===== src/rtl/hex_inverter_emulator_if.sv =====
// Configuration handshake and status bundle between the tester-side controller
// and the hex inverter emulator.
interface hex_inverter_emulator_if #(
    parameter int DELAY_W = 8
);
    logic               cfg_valid;
    logic               cfg_ready;
    logic [11:0]        cfg_fault;
    logic [DELAY_W-1:0] cfg_delay;
    logic [5:0]         fault_flags;
    logic               busy;

    modport master (
        output cfg_valid, cfg_fault, cfg_delay,
        input  cfg_ready, fault_flags, busy
    );

    modport slave (
        input  cfg_valid, cfg_fault, cfg_delay,
        output cfg_ready, fault_flags, busy
    );
endinterface


===== src/rtl/hex_inverter_emulator.sv =====
// Six-channel 7404-style inverter model with per-channel fault modes and an
// inertial propagation delay, reconfigurable through a two-state handshake FSM.
module hex_inverter_emulator #(
    parameter int DELAY_W       = 8,
    parameter int DEFAULT_DELAY = 4
) (
    input  logic clk,
    input  logic rst,
    input  logic A1,
    input  logic A2,
    input  logic A3,
    input  logic A4,
    input  logic A5,
    input  logic A6,
    output logic op1,
    output logic op2,
    output logic op3,
    output logic op4,
    output logic op5,
    output logic op6,
    hex_inverter_emulator_if.slave cfg
);
    typedef enum logic {IDLE, APPLY} state_e;

    state_e                  state_q, state_d;
    logic [5:0]              pin_in;
    logic [5:0]              sync0_q, sync1_q;
    logic [11:0]             mode_q, mode_d;
    logic [DELAY_W-1:0]      delay_q, delay_d;
    logic [5:0]              flags_q, flags_d;
    logic [5:0]              pend_q, pend_d;
    logic [5:0][DELAY_W-1:0] cnt_q, cnt_d;
    logic [5:0]              op_q, op_d;
    logic [5:0]              target;
    logic                    accept;

    function automatic logic target_f(input logic [1:0] mode, input logic a);
        logic t;
        unique case (mode)
            2'b00: t = ~a;
            2'b01: t = 1'b0;
            2'b10: t = 1'b1;
            2'b11: t = a;
        endcase
        return t;
    endfunction

    function automatic logic [5:0] flags_f(input logic [11:0] mode);
        logic [5:0] f;
        for (int i = 0; i < 6; i++) f[i] = |mode[2*i +: 2];
        return f;
    endfunction

    assign pin_in = {A6, A5, A4, A3, A2, A1};
    assign accept = (state_q == IDLE) && cfg.cfg_valid;

    // Configuration FSM: accept in IDLE, then one APPLY cycle with channels frozen.
    always_comb begin
        state_d = state_q;
        mode_d  = mode_q;
        delay_d = delay_q;
        flags_d = flags_q;
        unique case (state_q)
            IDLE: begin
                if (cfg.cfg_valid) begin
                    state_d = APPLY;
                    mode_d  = cfg.cfg_fault;
                    delay_d = cfg.cfg_delay;
                    flags_d = flags_f(cfg.cfg_fault);
                end
            end
            APPLY: state_d = IDLE;
        endcase
    end

    // Channel evaluation runs only in IDLE cycles without an accept, so a
    // reconfiguration cancels pending edges and restarts them with the new delay.
    always_comb begin
        pend_d = pend_q;
        cnt_d  = cnt_q;
        op_d   = op_q;
        for (int i = 0; i < 6; i++) target[i] = target_f(mode_q[2*i +: 2], sync1_q[i]);
        if (accept) begin
            pend_d = '0;
        end else if (state_q == IDLE) begin
            for (int i = 0; i < 6; i++) begin
                if (!pend_q[i]) begin
                    if (target[i] != op_q[i]) begin
                        if (delay_q == '0) begin
                            op_d[i] = target[i];
                        end else begin
                            cnt_d[i]  = delay_q;
                            pend_d[i] = 1'b1;
                        end
                    end
                end else if (target[i] == op_q[i]) begin
                    pend_d[i] = 1'b0;
                end else if (cnt_q[i] == DELAY_W'(1)) begin
                    op_d[i]   = target[i];
                    pend_d[i] = 1'b0;
                end else begin
                    cnt_d[i] = cnt_q[i] - DELAY_W'(1);
                end
            end
        end
    end

    always_ff @(posedge clk or posedge rst) begin
        if (rst) begin
            state_q <= IDLE;
            sync0_q <= '0;
            sync1_q <= '0;
            mode_q  <= '0;
            delay_q <= DELAY_W'(DEFAULT_DELAY);
            flags_q <= '0;
            pend_q  <= '0;
            cnt_q   <= '0;
            op_q    <= '1;
        end else begin
            state_q <= state_d;
            sync0_q <= pin_in;
            sync1_q <= sync0_q;
            mode_q  <= mode_d;
            delay_q <= delay_d;
            flags_q <= flags_d;
            pend_q  <= pend_d;
            cnt_q   <= cnt_d;
            op_q    <= op_d;
        end
    end

    assign {op6, op5, op4, op3, op2, op1} = op_q;
    assign cfg.cfg_ready   = (state_q == IDLE);
    assign cfg.fault_flags = flags_q;
    assign cfg.busy        = |pend_q;
endmodule


===== src/flat_wrapper.sv =====
// flat-port wrapper written by rule: the top's interface ports become plain ports
module hex_inverter_emulator_flat 
#(
    parameter int DELAY_W       = 8,
    parameter int DEFAULT_DELAY = 4
)
  (clk, rst, A1, A2, A3, A4, A5, A6, op1, op2, op3, op4, op5, op6, cfg_cfg_valid, cfg_cfg_fault, cfg_cfg_delay, cfg_cfg_ready, cfg_fault_flags, cfg_busy);
  hex_inverter_emulator_if #(.DELAY_W(DELAY_W)) cfg_i ();
  input  logic clk;
  input  logic rst;
  input  logic A1;
  input  logic A2;
  input  logic A3;
  input  logic A4;
  input  logic A5;
  input  logic A6;
  output logic op1;
  output logic op2;
  output logic op3;
  output logic op4;
  output logic op5;
  output logic op6;
  input wire logic [$bits(cfg_i.cfg_valid)-1:0] cfg_cfg_valid;
  input wire logic [$bits(cfg_i.cfg_fault)-1:0] cfg_cfg_fault;
  input wire logic [$bits(cfg_i.cfg_delay)-1:0] cfg_cfg_delay;
  output wire logic [$bits(cfg_i.cfg_ready)-1:0] cfg_cfg_ready;
  output wire logic [$bits(cfg_i.fault_flags)-1:0] cfg_fault_flags;
  output wire logic [$bits(cfg_i.busy)-1:0] cfg_busy;
  assign cfg_i.cfg_valid = cfg_cfg_valid;
  assign cfg_i.cfg_fault = cfg_cfg_fault;
  assign cfg_i.cfg_delay = cfg_cfg_delay;
  assign cfg_cfg_ready = cfg_i.cfg_ready;
  assign cfg_fault_flags = cfg_i.fault_flags;
  assign cfg_busy = cfg_i.busy;
  hex_inverter_emulator #(.DELAY_W(DELAY_W), .DEFAULT_DELAY(DEFAULT_DELAY)) u_core (.clk(clk), .rst(rst), .A1(A1), .A2(A2), .A3(A3), .A4(A4), .A5(A5), .A6(A6), .op1(op1), .op2(op2), .op3(op3), .op4(op4), .op5(op5), .op6(op6), .cfg(cfg_i));
endmodule

===== config.mk =====
export PLATFORM = sky130hd
export DESIGN_NAME = hex_inverter_emulator_flat
export DESIGN_NICKNAME = d
export VERILOG_FILES = /design/src/rtl/hex_inverter_emulator_if.sv /design/src/rtl/hex_inverter_emulator.sv /design/src/flat_wrapper.sv
export SDC_FILE = /design/constraint.sdc
export NUM_CORES = 1
export LEC_CHECK = 0
export BUFFER_PORTS_ARGS = -buffer_cell sky130_fd_sc_hd__buf_2
export CORE_MARGIN = 5
export CORE_UTILIZATION = 56
export CTS_BUF_LIST = sky130_fd_sc_hd__clkbuf_8
export CTS_CLUSTER_SIZE = 40
export DETAILED_ROUTE_END_ITERATION = 6
export GPL_ROUTABILITY_DRIVEN = 0
export MAX_ROUTING_LAYER = met4
export PLACE_DENSITY = 0.78
export REMOVE_ABC_BUFFERS = 1
export SYNTH_ARGS = -nofsm -noshare
export SYNTH_HDL_FRONTEND = slang
export SYNTH_SLANG_ARGS = --single-unit

===== constraint.sdc =====
create_clock -name clk -period 3.6 [get_ports clk]
set_clock_uncertainty 0.2 [all_clocks]
set_input_delay 0.72 -clock clk [delete_from_list [all_inputs] [get_ports clk]]
set_output_delay 0.72 -clock clk [all_outputs]
set_load 0.03 [all_outputs]

==> key figures <==
Synth
  – Area share of and/or/nand/nor cells after synthesis: 0.207
  – Synth top area share: 0.425
  – EDFF count, synth: 0
  – Post-synthesis adder-cell area fraction: 0.0277
  – Post-Synthesis Cells: 580
  – Largest family of logic cells by synthesized area: simple AND/OR/NAND/NOR gates
  – Compound-Gate Fraction of Synth Area: 0.195
  – Main area contributors after synthesis: dfrtp_1 (43%), mux2_2 (4.6%), nor2_1 (3.5%)
  – Yosys top cell by area: dfrtp_1
  – Synth Flop Type: dfrtp_1
  – Yosys cell types: 65
  – Asr flop ratio synth: 1.00
  – Top-count cell post-synth: dfrtp_1
  – Synth Area per Inst: 9.33 sq um
  – Mapped Area: 5410 sq um
  – Mux share of post-synthesis cell area: 0.0643
  – XOR/XNOR Fraction of Synth Area: 0
  – Register area share after synthesis: 0.459
  – Most instantiated cells after synthesis: dfrtp_1 (92), nor2_1 (51), nand2_1 (49)
  – Synthesis-stage register bit count: 99
  – Synth Warn #: 0

Clocking
  – CTS Hold Bufs: 0
  – Clk sinks: 99
  – TritonCTS Buffers: 9
  – Latest clock arrival within the worst-skew pair: 0.38 ns
  – CTS tree: built
  – Setup bufs post-CTS: 0
  – Post-cts resize count: 0
  – H-tree levels: 3
  – CTS clk-pin slew, worst paths: 0.11 ns
  – CTS Buffer Depth: 2
  – Root Driver: clkbuf_8

Worst setup path
  – Slowest-stage cell, CP: dfrtp_1
  – Largest stage delay on the critical path: 0.67 ns
  – Startpoint Class: flip-flop
  – Worst endpoint required time: 3.67 ns
  – Critical path cell sequence: nor4_1, buf_4, nand2_1, mux2i_1, or2_2, a221oi_1
  – Critical path class: flip-flop to flip-flop
  – Worst Path Max Fanout: 11
  – Worst EP arrival: 2.81 ns
  – Capturing element type of the critical path: flip-flop

Routing
  – ANT nets after route: 0
  – DRC: 0
  – Wire per inst: 17.9 microns
  – Vias: 4,616
  – First-pass iteration count of the detailed router: 5
  – Vias per cell: 6.20
  – Post-Route WL: 13,300 microns
  – 1st-iter DRT viols: 348

Power
  – Pwr dens: 639 nW/um^2
  – Leak Pwr: 2.50 nW
  – Final Power: 3.77 mW
  – VDD IR-drop max: 0.319 mV

Global route
  – First-pass GRT wire length: 22,100 microns
  – Initial antenna violation count: 0
  – Global Route Usage Sum: 0.246
  – Largest net degree at the start of global routing: 56
  – Number of global-route vias before repair: 4,418
  – Gr ovfl total: 0

STA
  – Fin. Hold Viols: 0
  – RSZ-0062 raised after global routing: no
  – Sum of negative setup slack: 0 ns
  – Max-slew headroom: 0.339
  – Final worst path period share: 0.762
  – Slew Limit Fails: 0
  – Period minus WS final: 2.74 ns
  – Hold slack: 0.160 ns
  – Worst slew pin tran: 0.964 ns
  – Peak Freq: 0.365 GHz
  – # setup viols final: 0

Floorplanning
  – Die W: 108 microns
  – Die height: 108 microns
  – I/O pin total: 43
  – Initial core utilization: 0.580
  – Core ar.: 9330 sq um
  – Rows: 35
  – Die area: 11,700 sq um

Job
  – MaxCap Viol Count: 0

Cells and area
  – Final net count: 651
  – Layout cell share with drive strength beyond 1: 0.198
  – Post-Layout Inst Area: 5900 sq um
  – Finished Core Util: 0.633
  – Antenna diode count: 0
  – Fillers: 731
  – P&R area growth vs syn: 9.06%

Placement
  – HPWL after DPL: 9190 microns
  – Placed Area: 5720 sq um
  – PortBufs: 42

Run status
  – Outcome: finished, final reports clean

Worst hold path
  – Tightest Hold Check Type: flip-flop to flip-flop
==> layout by cell type (no fill, tap or decap), drive strengths merged, types with 15 or more instances in the layout <==
| cell | count |
|---|---|
| nor3 | 15 |
| nand2 | 49 |
| buf | 48 |
| dfrtp | 92 |
| a21oi | 37 |
| nor2 | 51 |
| o21ai | 39 |
| inv | 33 |
| nand3 | 17 |
| nor4 | 15 |
| mux2 | 22 |
==> report_power, final <==
group / leakage (nW) / internal [mW] / switching [mW]
logic: 1.26 / 0.537 / 0.677
registers: 1.15 / 1.45 / 0.416
clock network: 0.0890 / 0.262 / 0.430
total: 2.50 / 2.25 / 1.52
==> path summary, 6_finish.rpt <==
path                                   start           endpoint  slack [ns]  cells after the start
min                        u_core.sync0_q[5]  u_core.sync1_q[5]        0.16                      0
min reg2reg                u_core.sync0_q[5]  u_core.sync1_q[5]        0.16                      0
max reg2reg                u_core.delay_q[5]   u_core.cnt_q[29]        0.86                      6
max                        u_core.delay_q[5]   u_core.cnt_q[29]        0.86                      6
min in group asynchronous                rst  u_core.delay_q[6]        0.25                      2
max in group asynchronous                rst     u_core.op_q[4]        2.20                      3
==> registers in the layout, summed over array words and instances, names as in the netlist <==
name	flops
u_core.cnt_q	48
u_core.mode_q	12
u_core.delay_q	8
u_core.cfg.fault_flags	6
u_core.op_q	6
u_core.pend_q	6
u_core.sync0_q	6
u_core.sync1_q	6
u_core.state_q	1
==> area by class of cell <==
class | count | area, sq um | area share
clock buffers | 9 | 124 | 0.0210
clock inverters | 7 | 62.6 | 0.0106
inverters | 32 | 123 | 0.0208
multi-input cells | 420 | 2680 | 0.454
flip-flops and latches | 99 | 2490 | 0.421
well taps | 129 | 161 | 0.0273
repair buffers | 48 | 268 | 0.0454
==> metrics by stage <==
step	setup slack (ns)	instances
floorplan	0.101	551
detailed placement	0.640	728
CTS	0.913	744
global route	0.693	744
finish	0.857	744
global placement	0.718	728
==> routing by layer <==
| metal | global-route usage | wire length, microns | share of wire |
|---|---|---|---|
| met5 | - | 0 | 0 |
| met3 | 0.0472 | 963 | 0.072 |
| met2 | 0.384 | 6390 | 0.48 |
| met1 | 0.329 | 5640 | 0.42 |
| met4 | 0.0730 | 293 | 0.022 |
==> logic make-up (layout without fill, tap and decap cells) <==
family,Yosys count,in the layout
compound gates,161,161
fa+ha+maj,12,12
buf+inv,61,96
flops,99,99
mux,32,32
simple gates,215,215
==> critical path: cells and delay by family (launching register included) <==
family                 cells  cell delay [ns]
AND/OR/NAND/NOR            3             0.95
buffers and inverters      1             0.18
multiplexers               1             0.29
AO/OA/AOI/OAI              1             0.34
flip-flops                 1             0.67
Note: power is estimated with default switching activity, not from simulation.
